$ cat src/rtl/sd_record_fetch.sv
`default_nettype none
// ============================================================================
// Module   : sd_record_fetch
// Purpose  : Fetches one sector from a window of NUM_SEC sectors starting at
//            BASE_SEC through SD_read, captures the first REC_BYTES bytes and
//            publishes them as one little-endian word. Explicit start/done
//            handshake, selectable or auto-incrementing sector index with
//            wrap, and a request-to-completion timeout that raises err.
// Ports    :
//   SD_clk      in   SD SPI clock, all logic on its rising edge
//   rst_n       in   asynchronous active-low reset
//   start       in   one-cycle fetch request (ignored while busy)
//   auto_inc    in   1: use internal next index, 0: use sec_idx
//   sec_idx     in   sector offset within the window
//   busy        out  fetch in progress
//   rec_valid   out  one-cycle pulse when rec_data updates
//   rec_data    out  captured record, byte 0 in [7:0]
//   err         out  sticky error flag, cleared by the next good start
//   init_i      in   SD card initialised
//   read_req    out  level read request to SD_read
//   sec         out  sector address to SD_read
//   sd_data_i   in   byte from SD_read
//   sd_valid_i  in   byte strobe from SD_read
//   sd_done_i   in   SD_read sector finished
// Revision : 1.0 - initial release
// ============================================================================
module sd_record_fetch #(
   parameter int BASE_SEC  = 16640,
   parameter int NUM_SEC   = 33,
   parameter int REC_BYTES = 4,
   parameter int TIMEOUT   = 1048576
) (
   input  logic                   SD_clk,
   input  logic                   rst_n,
   input  logic                   start,
   input  logic                   auto_inc,
   input  logic [31:0]            sec_idx,
   output logic                   busy,
   output logic                   rec_valid,
   output logic [8*REC_BYTES-1:0] rec_data,
   output logic                   err,
   input  logic                   init_i,
   output logic                   read_req,
   output logic [31:0]            sec,
   input  logic [7:0]             sd_data_i,
   input  logic                   sd_valid_i,
   input  logic                   sd_done_i
);

   localparam int c_rec_w = 8 * REC_BYTES;
   localparam int c_cnt_w = (REC_BYTES > 1) ? $clog2(REC_BYTES) : 1;
   localparam int c_tmo_w = (TIMEOUT > 1) ? $clog2(TIMEOUT) : 1;

   localparam logic [c_cnt_w-1:0] c_cnt_last = c_cnt_w'(REC_BYTES - 1);
   localparam logic [c_cnt_w-1:0] c_cnt_one  = c_cnt_w'(1);
   localparam logic [c_tmo_w-1:0] c_tmo_last = c_tmo_w'(TIMEOUT - 1);
   localparam logic [c_tmo_w-1:0] c_tmo_one  = c_tmo_w'(1);
   localparam logic [31:0]        c_num_sec  = 32'(NUM_SEC);
   localparam logic [31:0]        c_base_sec = 32'(BASE_SEC);

   typedef enum logic [2:0] {
      ST_IDLE      = 3'd0,
      ST_WAIT_INIT = 3'd1,
      ST_REQ       = 3'd2,
      ST_DRAIN     = 3'd3,
      ST_DONE      = 3'd4,
      ST_ERR       = 3'd5
   } state_t;

   state_t               state_q,     state_d;
   logic [31:0]          sec_q,       sec_d;
   logic [31:0]          idx_q,       idx_d;
   logic [31:0]          next_idx_q,  next_idx_d;
   logic [c_cnt_w-1:0]   cnt_q,       cnt_d;
   logic [c_tmo_w-1:0]   tmo_q,       tmo_d;
   logic [c_rec_w-1:0]   shadow_q,    shadow_d;
   logic [c_rec_w-1:0]   rec_data_q,  rec_data_d;
   logic                 rec_valid_q, rec_valid_d;
   logic                 err_q,       err_d;
   logic                 read_req_q,  read_req_d;
   logic                 busy_q,      busy_d;

   // Index requested by a start in IDLE.
   logic [31:0] w_idx;
   // Abort condition shared by REQ and DRAIN: card lost or timeout reached.
   logic        w_abort;

   assign w_idx   = auto_inc ? next_idx_q : sec_idx;
   assign w_abort = !init_i || (tmo_q == c_tmo_last);

   // ------------------------------------------------------------------------
   // Next-state and datapath logic
   // ------------------------------------------------------------------------
   always_comb begin
      state_d     = state_q;
      sec_d       = sec_q;
      idx_d       = idx_q;
      next_idx_d  = next_idx_q;
      cnt_d       = cnt_q;
      tmo_d       = '0;
      shadow_d    = shadow_q;
      rec_data_d  = rec_data_q;
      rec_valid_d = 1'b0;
      err_d       = err_q;

      case (state_q)
         ST_IDLE: begin
            if (start) begin
               if (w_idx >= c_num_sec) begin
                  state_d = ST_ERR;
                  err_d   = 1'b1;
               end else begin
                  sec_d   = c_base_sec + w_idx;
                  idx_d   = w_idx;
                  err_d   = 1'b0;
                  cnt_d   = '0;
                  state_d = init_i ? ST_REQ : ST_WAIT_INIT;
               end
            end
         end

         ST_WAIT_INIT: begin
            if (init_i) begin
               state_d = ST_REQ;
            end
         end

         ST_REQ: begin
            tmo_d = tmo_q + c_tmo_one;
            // Abort wins over a coinciding strobe, so that byte is dropped.
            if (w_abort) begin
               state_d = ST_ERR;
               err_d   = 1'b1;
            end else if (sd_valid_i) begin
               for (int b = 0; b < REC_BYTES; b++) begin
                  if (cnt_q == c_cnt_w'(b)) begin
                     shadow_d[8*b +: 8] = sd_data_i;
                  end
               end
               cnt_d = cnt_q + c_cnt_one;
               if (cnt_q == c_cnt_last) begin
                  state_d = ST_DRAIN;
               end
            end
         end

         ST_DRAIN: begin
            tmo_d = tmo_q + c_tmo_one;
            if (w_abort) begin
               state_d = ST_ERR;
               err_d   = 1'b1;
            end else if (sd_done_i) begin
               // Publish on the way into DONE so rec_valid lines up with it.
               state_d     = ST_DONE;
               rec_data_d  = shadow_q;
               rec_valid_d = 1'b1;
            end
         end

         ST_DONE: begin
            next_idx_d = (idx_q + 32'd1 == c_num_sec) ? 32'd0 : idx_q + 32'd1;
            state_d    = ST_IDLE;
         end

         ST_ERR: begin
            state_d = ST_IDLE;
         end

         default: begin
            state_d = ST_IDLE;
         end
      endcase

      // Outputs are registered copies of what the next state implies, so
      // they track the state register with no input-to-output paths.
      read_req_d = (state_d == ST_REQ);
      busy_d     = (state_d != ST_IDLE);
   end

   // ------------------------------------------------------------------------
   // State register
   // ------------------------------------------------------------------------
   always_ff @(posedge SD_clk or negedge rst_n) begin
      if (!rst_n) begin
         state_q     <= ST_IDLE;
         sec_q       <= c_base_sec;
         idx_q       <= '0;
         next_idx_q  <= '0;
         cnt_q       <= '0;
         tmo_q       <= '0;
         shadow_q    <= '0;
         rec_data_q  <= '0;
         rec_valid_q <= 1'b0;
         err_q       <= 1'b0;
         read_req_q  <= 1'b0;
         busy_q      <= 1'b0;
      end else begin
         state_q     <= state_d;
         sec_q       <= sec_d;
         idx_q       <= idx_d;
         next_idx_q  <= next_idx_d;
         cnt_q       <= cnt_d;
         tmo_q       <= tmo_d;
         shadow_q    <= shadow_d;
         rec_data_q  <= rec_data_d;
         rec_valid_q <= rec_valid_d;
         err_q       <= err_d;
         read_req_q  <= read_req_d;
         busy_q      <= busy_d;
      end
   end

   assign busy      = busy_q;
   assign rec_valid = rec_valid_q;
   assign rec_data  = rec_data_q;
   assign err       = err_q;
   assign read_req  = read_req_q;
   assign sec       = sec_q;

endmodule
`default_nettype wire

$ cat config.mk
export PLATFORM = sky130hd
export DESIGN_NAME = sd_record_fetch
export DESIGN_NICKNAME = d
export VERILOG_FILES = /design/src/rtl/sd_record_fetch.sv
export SDC_FILE = /design/constraint.sdc
export NUM_CORES = 1
export LEC_CHECK = 0
export CAP_MARGIN = 0
export CORE_UTILIZATION = 50
export CTS_CLUSTER_DIAMETER = 150
export CTS_CLUSTER_SIZE = 24
export DETAILED_ROUTE_END_ITERATION = 16
export GPL_ROUTABILITY_DRIVEN = 0
export GPL_TIMING_DRIVEN = 1
export HOLD_SLACK_MARGIN = 0.06
export PLACE_DENSITY = 0.81
export SETUP_SLACK_MARGIN = 0.3
export SLEW_MARGIN = 15
export SYNTH_ARGS = -nofsm -noshare
export SYNTH_HDL_FRONTEND = slang
export SYNTH_SLANG_ARGS = --single-unit
$ cat constraint.sdc
create_clock -name SD_clk -period 2.3 [get_ports SD_clk]
set_input_delay 0.46 -clock SD_clk [delete_from_list [all_inputs] [get_ports SD_clk]]
set_output_delay 0.46 -clock SD_clk [all_outputs]
set_load 0.005 [all_outputs]
==> reports/metrics.cfg, run 1 <==
[detailed_routing]
via_per_inst=5.94
drt_iter0_markers=697
finalWirelength_mm=27.4
drtAntennaViolNets=0
vias=7075
drc=0
firstDrtPassIters=5
avgRoutedWirePerCell_um=23.0

[critical_path]
arrival_ns=2.88
cp.required_ns=2.60
r2r-end=next_idx_q[5]$_DFFE_PN0N_
slowest_delay_ns=0.45
crit_chain=ha_4 -> buf_4 -> or2_2 -> o21ai_0 -> a22oi_1 -> a2111oi_2 -> o2111ai_2 -> nor4_2 -> buf_4 -> a211oi_2
end_kind=flop
crit_buf_inv=2
cp_common_cell=buf_4
rr_worst_depth=10
cpLargestDelayFamily=compound AO/OA/AOI/OAI gates
path_class=flop to flop
timing.rr.start=sec[1]$_DFFE_PN0P_
critPathLaunchType=flop
critPathMaxFanout=4
reg2reg_slack_ns=-0.28
cpMaxStageDelayCell=dfrtp_2

[synth]
syn_inst=730
netlist.top_cell.by_area=dfrtp_1
synth_nets=786
synth_area_mm2=0.00824
synth_top_cell_area_share_pct=54.4
synth.area.top_cells=dfrtp_1, mux2_2, mux2_1, and2_1, nor2_1
syn_avg_cell_area_um2=11.3
yosys_warnings=0
async_flop_share_pct=100
ys_seq_area_share_pct=55.0
synth_edf_count=0
yosysUniqueCellTypes=62
synth_ff_type=dfrtp_1
synth.ff_latch_count=181

[die]
die_x_um=130
die_area_mm2=0.0170
rows=46
die_h_um=130
io_pins=115
coreArea_mm2=0.0160
start_util_pct=51.5

[timing]
timing.fmax_mhz=387
setup_viol_count_final=88
rsz0062_at_grt=yes
worst_pin_slew_ns=0.588
finalClockSkew_ns=0.0144
finalHoldViolCount=0
report.final.slew_viol_count=0
min_period_over_period_pct=112
min_period_ns=2.58
relSlewSlack_pct=60.8
fin_ws_ns=-0.284

[hold_path]
holdPathStages=1
min_from=sec[14]$_DFFE_PN1P_
hold_path_class=flop to flop
min_to=sec[14]$_DFFE_PN1P_

[status]
outcome=complete, but fails checks
violations=setup timing

[global_routing]
gr-usage-all-layers_pct=31.0
grt_pass1_wl_mm=38.6
grt_start_max_net_pins=63
grt_overflow=0
antenna_found_initial=0
grt_pass1_vias=7054

[layout]
antenna_cells=0
finalNonFillerCells=1191
fin_nets=1018
final_cell_mix=dfrtp_1, clkdlybuf4s50_1, buf_4
areaGrowthSynthToFinish_pct=50.5
final_common_cell=dfrtp_1
drive_gt1_share_pct=38.3

[place]
portBuffers=114
placed_cells=1098
dpl_worst_slack_ns=-0.700
hpwl_mm=13.5

[clocking]
cts.clk_slew.worst_paths_ns=0.07
cts_tree=done
numCtsBuffers=17
htree_num_levels=4
clock_latency_ns=0.45
cts.sinks=181
cts.path.max_buffers=2
cts-root-buf=clkbuf_16

[power_and_ir_drop]
p_per_area_mw_per_mm2=743
irDropWorstVdd_v=0.000663
p_leak_nw=5.83

[flow_run]
max_cap_violations=0

per-stage QoR:
step / TNS (ns) / utilization, % / hold slack [ns] / cell area, um^2 / power, W
floorplan: 0 / - / 0.164 / 8490 / 0.00504
global placement: -32.06 / 64.2 / 0.414 / 10300 / 0.00565
detailed placement: -38.49 / 64.2 / 0.421 / 10300 / 0.00574
CTS: -0.269 / 75.3 / 0.475 / 12000 / 0.00895
global route: -9.88 / 77.5 / 0.507 / 12400 / 0.00953
finish: -8.00 / 77.5 / 0.500 / 12400 / 0.00921
cell type report:
| type | count | area, um^2 |
|---|---|---|
| flip-flops and latches | 181 | 4540 |
| inverters | 16 | 72.6 |
| multi-input cells | 489 | 4280 |
| well taps | 216 | 270 |
| clock buffers | 19 | 443 |
| clock inverters | 13 | 135 |
| repair buffers | 257 | 2670 |
| fillers | 897 | 3600 |
registers in the layout, summed over array words and instances (netlist names), 2 cells and up:
signal / cells
idx_q: 24
shadow_q: 32
state_q: 3
rec_data: 32
cnt_q: 2
tmo_q: 20
sec: 32
next_idx_q: 32
how the worst max path moves through the flow:
| stage | from | end | cells past startpoint |
|---|---|---|---|
| final | sec[1]$_DFFE_PN0P_ | next_idx_q[5]$_DFFE_PN0N_ | 10 |
| after global routing | sec[1]$_DFFE_PN0P_ | next_idx_q[5]$_DFFE_PN0N_ | 10 |
| after CTS | sec[0]$_DFFE_PN0P_ | next_idx_q[5]$_DFFE_PN0N_ | 9 |
| after detailed placement | auto_inc | read_req$_DFF_PN0_ | 11 |
| after global placement | auto_inc | read_req$_DFF_PN0_ | 10 |
| after floorplan | auto_inc | idx_q[10]$_DFFE_PN0P_ | 9 |
kinds of logic after synthesis:
family	share of synthesized area, %
adder cells (fa/ha/maj)	1.37
buffers and inverters	3.71
flip-flops	55.0
XOR/XNOR	5.32
multiplexers	10.5
AND/OR/NAND/NOR	17.5
AO/OA/AOI/OAI	6.58
power breakdown:
group          leakage [nW]  internal (W)  switching, W
combinational          3.15       0.00111       0.00102
clock                 0.282       0.00156       0.00136
sequential             2.40       0.00373      0.000436
cells in the mapped netlist (13+ instances only):
cell        n
mux2_1     29
a21oi_1    36
clkbuf_1   19
inv_1      15
mux2_2     36
dfrtp_1   179
and2_1     50
xor2_1     28
nand2_1    39
nor2_1     72
xnor2_1    22
nand4_1    18
nand3_1    21
mux2i_1    13
buf_4      13
per-layer routing:
layer	track usage (%)	share of wire [%]	vias to the layer above
met5	0	0	-
met2	51.1	48	446
met4	16.3	5.8	0
met3	6.36	8.1	141
li1	-	-	2995
met1	38.7	38	3493
repair_timing:
item                       4_1_cts  5_1_grt
pin swaps                       43       32
hold buffers                     1        0
gates cloned                    12        0
setup endpoints to repair      137      151
hold endpoints to repair        39        0
buffers inserted                32       16
gates resized for setup        165       48
No activity file was read; power rests on OpenSTA's default activity.
==> run 2: changes to the inputs <==
--- a/config.mk
+++ b/config.mk
@@ -13,6 +13,7 @@
 export GPL_ROUTABILITY_DRIVEN = 0
 export GPL_TIMING_DRIVEN = 1
 export HOLD_SLACK_MARGIN = 0.06
+export MAX_ROUTING_LAYER = met4
 export PLACE_DENSITY = 0.81
 export SETUP_SLACK_MARGIN = 0.3
 export SLEW_MARGIN = 15
==> reports/metrics.cfg, run 2 (same netlist as run 1, synthesis figures left out) <==
[status]
outcome=complete, but fails checks
violations=setup timing

[global_routing]
grt_use_met2_pct=51.3  ; +0.19 points
grt_pass1_wl_mm=38.6  ; about the same
antenna_found_initial=0  ; unchanged
met1_usage_pct=38.9  ; +0.14 points
grt_busiest_layer=met2
gr-usage-all-layers_pct=32.0  ; +0.98 points
grt_overflow=0  ; unchanged
grt_start_max_net_pins=63  ; unchanged
grt_util_met3_pct=5.90  ; -0.45 points
grt_pass1_vias=7049  ; -0.071%

[timing]
whs_ns=0.494  ; -0.00651 ns
min_period_over_period_pct=111  ; -1.6 points
setup_viol_count_final=67  ; -24%
relSlewSlack_pct=59.6  ; -1.2 points
timing.fmax_mhz=393  ; +1.4%
worst_pin_slew_ns=0.601  ; +0.0128 ns
fin_ws_ns=-0.247  ; +0.0364 ns
finalClockSkew_ns=0.0134  ; -0.000978 ns
finalHoldViolCount=0  ; unchanged
report.final.slew_viol_count=0  ; unchanged
rsz0062_at_grt=yes
min_period_ns=2.55  ; -0.0364 ns

[die]
die_h_um=130  ; unchanged
rows=46  ; unchanged
die_area_mm2=0.0170  ; unchanged
die_x_um=130  ; unchanged
io_pins=115  ; unchanged
coreArea_mm2=0.0160  ; unchanged
start_util_pct=51.5  ; unchanged

[critical_path]
slowest_delay_ns=0.46  ; about the same
r2r-end=next_idx_q[5]$_DFFE_PN0N_
critPathMaxFanout=3  ; -1
arrival_ns=2.83  ; -0.05 ns
timing.rr.start=sec[5]$_DFFE_PN0P_
rr_worst_depth=9  ; -1
crit_chain=and4_4 -> and4_4 -> buf_6 -> nand4_1 -> a2111oi_4 -> o2111ai_2 -> nor4_2 -> buf_4 -> a211oi_2
critPathLaunchType=flop
path_class=flop to flop
cp.required_ns=2.59  ; about the same
reg2reg_slack_ns=-0.25  ; +0.04 ns
cp_common_cell=and4_4
end_kind=flop
cpMaxStageDelayCell=dfrtp_1

[clocking]
cts_tree=done
clock_latency_ns=0.44  ; about the same
numCtsBuffers=17  ; unchanged
cts.path.max_buffers=2  ; unchanged
cts.sinks=181  ; unchanged
cts-root-buf=clkbuf_16
cts.clk_slew.worst_paths_ns=0.07  ; about the same
htree_num_levels=4  ; unchanged

[power_and_ir_drop]
power_frac_seq_pct=45.3  ; about the same
irDropWorstVdd_v=0.000608  ; -8.2%
comb_power_share_pct=23.0  ; about the same
p_int_w=0.00641  ; +0.11%
clockPowerShare_pct=31.6  ; about the same
power.switching_w=0.00279  ; -0.69%
finalPower_w=0.00920  ; -0.13%
switching_share_pct=30.3  ; -0.17 points
p_per_area_mw_per_mm2=741  ; -0.26%
p_leak_nw=5.83  ; about the same

[detailed_routing]
finalWirelength_mm=27.3  ; -0.55%
via_per_inst=6.01  ; +1.1%
avgRoutedWirePerCell_um=22.9  ; -0.71%
drtAntennaViolNets=0  ; unchanged
firstDrtPassIters=6  ; +1
drc=0  ; unchanged
drt_iter0_markers=744  ; +6.7%
vias=7167  ; +1.3%

[layout]
fin_nets=1020  ; +0.20%
final_cell_mix=dfrtp_1, clkdlybuf4s50_1, buf_4
drive_gt1_share_pct=38.4  ; +0.13 points
final_common_cell=dfrtp_1
antenna_cells=0  ; unchanged
areaGrowthSynthToFinish_pct=50.7

[place]
dpl_worst_slack_ns=-0.700  ; unchanged
portBuffers=114  ; unchanged
hpwl_mm=13.5  ; unchanged

[flow_run]
max_cap_violations=0  ; unchanged

[hold_path]
holdPathStages=2  ; +1
min_from=sec[8]$_DFFE_PN1P_
hold_path_class=flop to flop
min_to=sec[8]$_DFFE_PN1P_

-- run 2: changes by cell type in the layout (fill, tap and decap cells not counted), sizes merged --
cell	delta
buf	+2
-- run 2: worst max-delay path: cells and delay by family, from the launching register on --
family          cells  cell delay [ns]
compound gates      3             0.66
flops               1             0.46
buf+inv             2             0.30
simple gates        4             0.98
-- run 2: through the flow --
step / instance area, um^2 / instances / TNS [ns] / utilization (%)
global placement: 10300 / 1098 / -32.06 / 64.2
floorplan: 8490 / 730 / 0 / -
global route: 12400 / 1193 / -6.55 / 77.6
finish: 12400 / 1193 / -2.78 / 77.6
detailed placement: 10300 / 1098 / -38.49 / 64.2
CTS: 12000 / 1175 / -0.269 / 75.3
-- run 2: power by group through the flow --
stage / logic, W / clock network [W] / registers (W)
after floorplan: 0.00101 / 0 / 0.00403
final: 0.00212 / 0.00291 / 0.00417
after detailed placement: 0.00161 / 0 / 0.00413
after CTS: 0.00196 / 0.00290 / 0.00410
after global routing: 0.00226 / 0.00306 / 0.00420
after global placement: 0.00155 / 0 / 0.00410
-- run 2: metal layers --
layer	up-vias	wire length, um
li1	3003	-
met1	3545	10300
met2	476	13300
met3	143	2240
met4	0	1470
met5	-	0
-- run 2: repair_timing --
action,in CTS,in global routing
endpoints found under the hold margin,39,0
setup buffers,32,18
gates cloned,12,0
resized for setup,165,49
hold buffers,1,0
setup endpoints to repair,137,151
pin swaps,43,31
-- run 2: worst max-delay path by stage --
| stage | endpoint | slack, ns | startpoint | depth (start not counted) |
|---|---|---|---|---|
| global route | next_idx_q[5]$_DFFE_PN0N_ | -0.27 | sec[5]$_DFFE_PN0P_ | 9 |
| detailed placement | read_req$_DFF_PN0_ | -0.70 | auto_inc | 11 |
| floorplan | idx_q[10]$_DFFE_PN0P_ | 0.002 | auto_inc | 9 |
| global placement | read_req$_DFF_PN0_ | -0.60 | auto_inc | 10 |
| CTS | next_idx_q[5]$_DFFE_PN0N_ | -0.1 | sec[0]$_DFFE_PN0P_ | 9 |
| finish | next_idx_q[5]$_DFFE_PN0N_ | -0.25 | sec[5]$_DFFE_PN0P_ | 9 |
-- run 2: final cells by class --
type                       count  area [um^2]
sequential                   181         4540
multi-input combinational    489         4270
fill                         893         3590
timing repair buffer         259         2690
clock buffer                  19          443
tap                          216          270
clock inverter                13          135
inverter                      16         72.6
==> run 3: changes to the inputs <==
--- a/config.mk
+++ b/config.mk
@@ -7,6 +7,7 @@
 export LEC_CHECK = 0
 export CAP_MARGIN = 0
 export CORE_UTILIZATION = 50
+export CTS_BUF_LIST = sky130_fd_sc_hd__clkbuf_2
 export CTS_CLUSTER_DIAMETER = 150
 export CTS_CLUSTER_SIZE = 24
 export DETAILED_ROUTE_END_ITERATION = 16
==> reports/metrics.cfg, run 3 (same netlist as run 1, synthesis figures left out) <==
[detailed_routing]
drt_iter0_markers=745  ; +0.13%
firstDrtPassIters=5  ; -1
via_per_inst=5.91  ; -1.7%
drc=0  ; unchanged
avgRoutedWirePerCell_um=22.5  ; -1.5%
drtAntennaViolNets=0  ; unchanged
vias=7360  ; +2.7%
finalWirelength_mm=28.1  ; +2.9%

[die]
die_area_mm2=0.0170  ; unchanged
die_h_um=130  ; unchanged
start_util_pct=51.5  ; unchanged
coreArea_mm2=0.0160  ; unchanged
die_x_um=130  ; unchanged
io_pins=115  ; unchanged
rows=46  ; unchanged

[power_and_ir_drop]
p_per_area_mw_per_mm2=643  ; -13%
p_leak_nw=6.07  ; +4.2%
finalPower_w=0.00799  ; -13%
irDropWorstVdd_v=0.000534  ; -12%

[timing]
relSlewSlack_pct=65.5  ; +5.8 points
tns_ns=-0.746  ; +2.04 ns
fin_ws_ns=-0.252  ; -0.00462 ns
setup_viol_count_final=5  ; -93%
rsz0062_at_grt=yes
finalHoldViolCount=0  ; unchanged
min_period_ns=2.55  ; +0.00462 ns
report.final.slew_viol_count=0  ; unchanged
worst_pin_slew_ns=0.514  ; -0.0870 ns
min_period_over_period_pct=111  ; +0.20 points
finalClockSkew_ns=0.0723  ; +0.0589 ns
timing.fmax_mhz=392  ; -0.18%

[status]
outcome=complete, but fails checks
violations=setup timing

[critical_path]
end_kind=flop
critPathLaunchType=flop
reg2reg_slack_ns=-0.25  ; about the same
rr_worst_depth=8  ; -1
r2r-end=next_idx_q[5]$_DFFE_PN0N_
critPathMaxFanout=4  ; +1
timing.rr.start=sec[1]$_DFFE_PN0P_
cp.required_ns=2.95  ; +0.36 ns
path_class=flop to flop
arrival_ns=3.20  ; +0.37 ns

[clocking]
cts.clk_slew.worst_paths_ns=0.31  ; +0.24 ns
cts.path.max_buffers=2  ; unchanged
cts_tree=done
clock_latency_ns=0.81  ; +0.37 ns
cts.sinks=181  ; unchanged
htree_num_levels=4  ; unchanged
cts-root-buf=clkbuf_2
numCtsBuffers=17  ; unchanged

[place]
placed_cells=1098  ; unchanged
portBuffers=114  ; unchanged
hpwl_mm=13.5  ; unchanged
dpl_worst_slack_ns=-0.700  ; unchanged

[global_routing]
grt_start_max_net_pins=63  ; unchanged
grt_overflow=0  ; unchanged
antenna_found_initial=1  ; +1
gr-usage-all-layers_pct=32.6  ; +0.55 points
grt_pass1_vias=7148  ; +1.4%
grt_pass1_wl_mm=39.4  ; +2.1%

[flow_run]
max_cap_violations=0  ; unchanged

[layout]
areaGrowthSynthToFinish_pct=50.9
final_cell_mix=dfrtp_1, buf_4, nor2_1, mux2_4
fin_nets=1072  ; +5.1%
drive_gt1_share_pct=44.2  ; +5.8 points
final_common_cell=dfrtp_1
finalNonFillerCells=1246  ; +4.4%

[hold_path]
hold_path_class=primary input to async pin

-- run 3: cell count changes in the layout (fill, tap and decap cells not counted), sizes merged, moves of 3 or more --
cell,previous run,this run
buf,145,206
clkbuf,19,36
clkdlybuf4s50,104,45
clkdlybuf4s15,0,36
dlymetal6s2s,4,1
-- run 3: stage by stage --
stage               instance area (um^2)  hold WS (ns)  util [%]
floorplan                           8490         0.164         -
global placement                   10300         0.414      64.2
detailed placement                 10300         0.421      64.2
CTS                                11900        0.0770      74.6
global route                       12400         0.111      77.7
finish                             12400         0.128      77.7
-- run 3: worst max path at each step --
| stage | end | slack (ns) | from |
|---|---|---|---|
| floorplan | idx_q[10]$_DFFE_PN0P_ | 0.002 | auto_inc |
| global placement | read_req$_DFF_PN0_ | -0.60 | auto_inc |
| detailed placement | read_req$_DFF_PN0_ | -0.70 | auto_inc |
| CTS | next_idx_q[0]$_DFFE_PN0N_ | -0.13 | sec[1]$_DFFE_PN0P_ |
| global route | next_idx_q[5]$_DFFE_PN0N_ | -0.32 | idx_q[11]$_DFFE_PN0P_ |
| finish | next_idx_q[5]$_DFFE_PN0N_ | -0.25 | sec[1]$_DFFE_PN0P_ |
-- run 3: power by group --
| group | internal (W) | switching, W |
|---|---|---|
| clock | 0.000433 | 0.00124 |
| sequential | 0.00373 | 0.000442 |
| combinational | 0.00111 | 0.00103 |
| total | 0.00527 | 0.00272 |
-- run 3: final cells by class --
type	count	area (um^2)
antenna	1	2.50
clock buffer	18	90.1
clock inverter	14	139
fill	854	3570
inverter	16	72.6
multi-input combinational	489	4280
sequential	181	4530
tap	216	270
timing repair buffer	311	3040
-- run 3: worst max-delay path: stages, from the launching register on --
cell	delay, ns
dfrtp_2	0.50
and4_4	0.26
nand4_1	0.24
o21a_1	0.30
a2111oi_4	0.40
o2111ai_2	0.20
nor4_2	0.27
buf_4	0.19
a211oi_2	0.04
-- run 3: layer usage --
layer | share of wire, % | vias up | routed length, um | global-route usage [%]
met4 | 5.7 | 0 | 1600 | 15.7
met2 | 48 | 481 | 13500 | 53.4
met3 | 8.0 | 135 | 2250 | 6.56
li1 | - | 3100 | - | -
met1 | 38 | 3644 | 10700 | 38.4
met5 | 0 | - | 0 | -
-- run 3: timing repair --
item	CTS	global route
setup endpoints to repair	203	208
pin swaps	57	42
cloned	12	0
gates resized for setup	310	99
endpoints found under the hold margin	180	0
buffers inserted	62	40
hold buffers	1	0
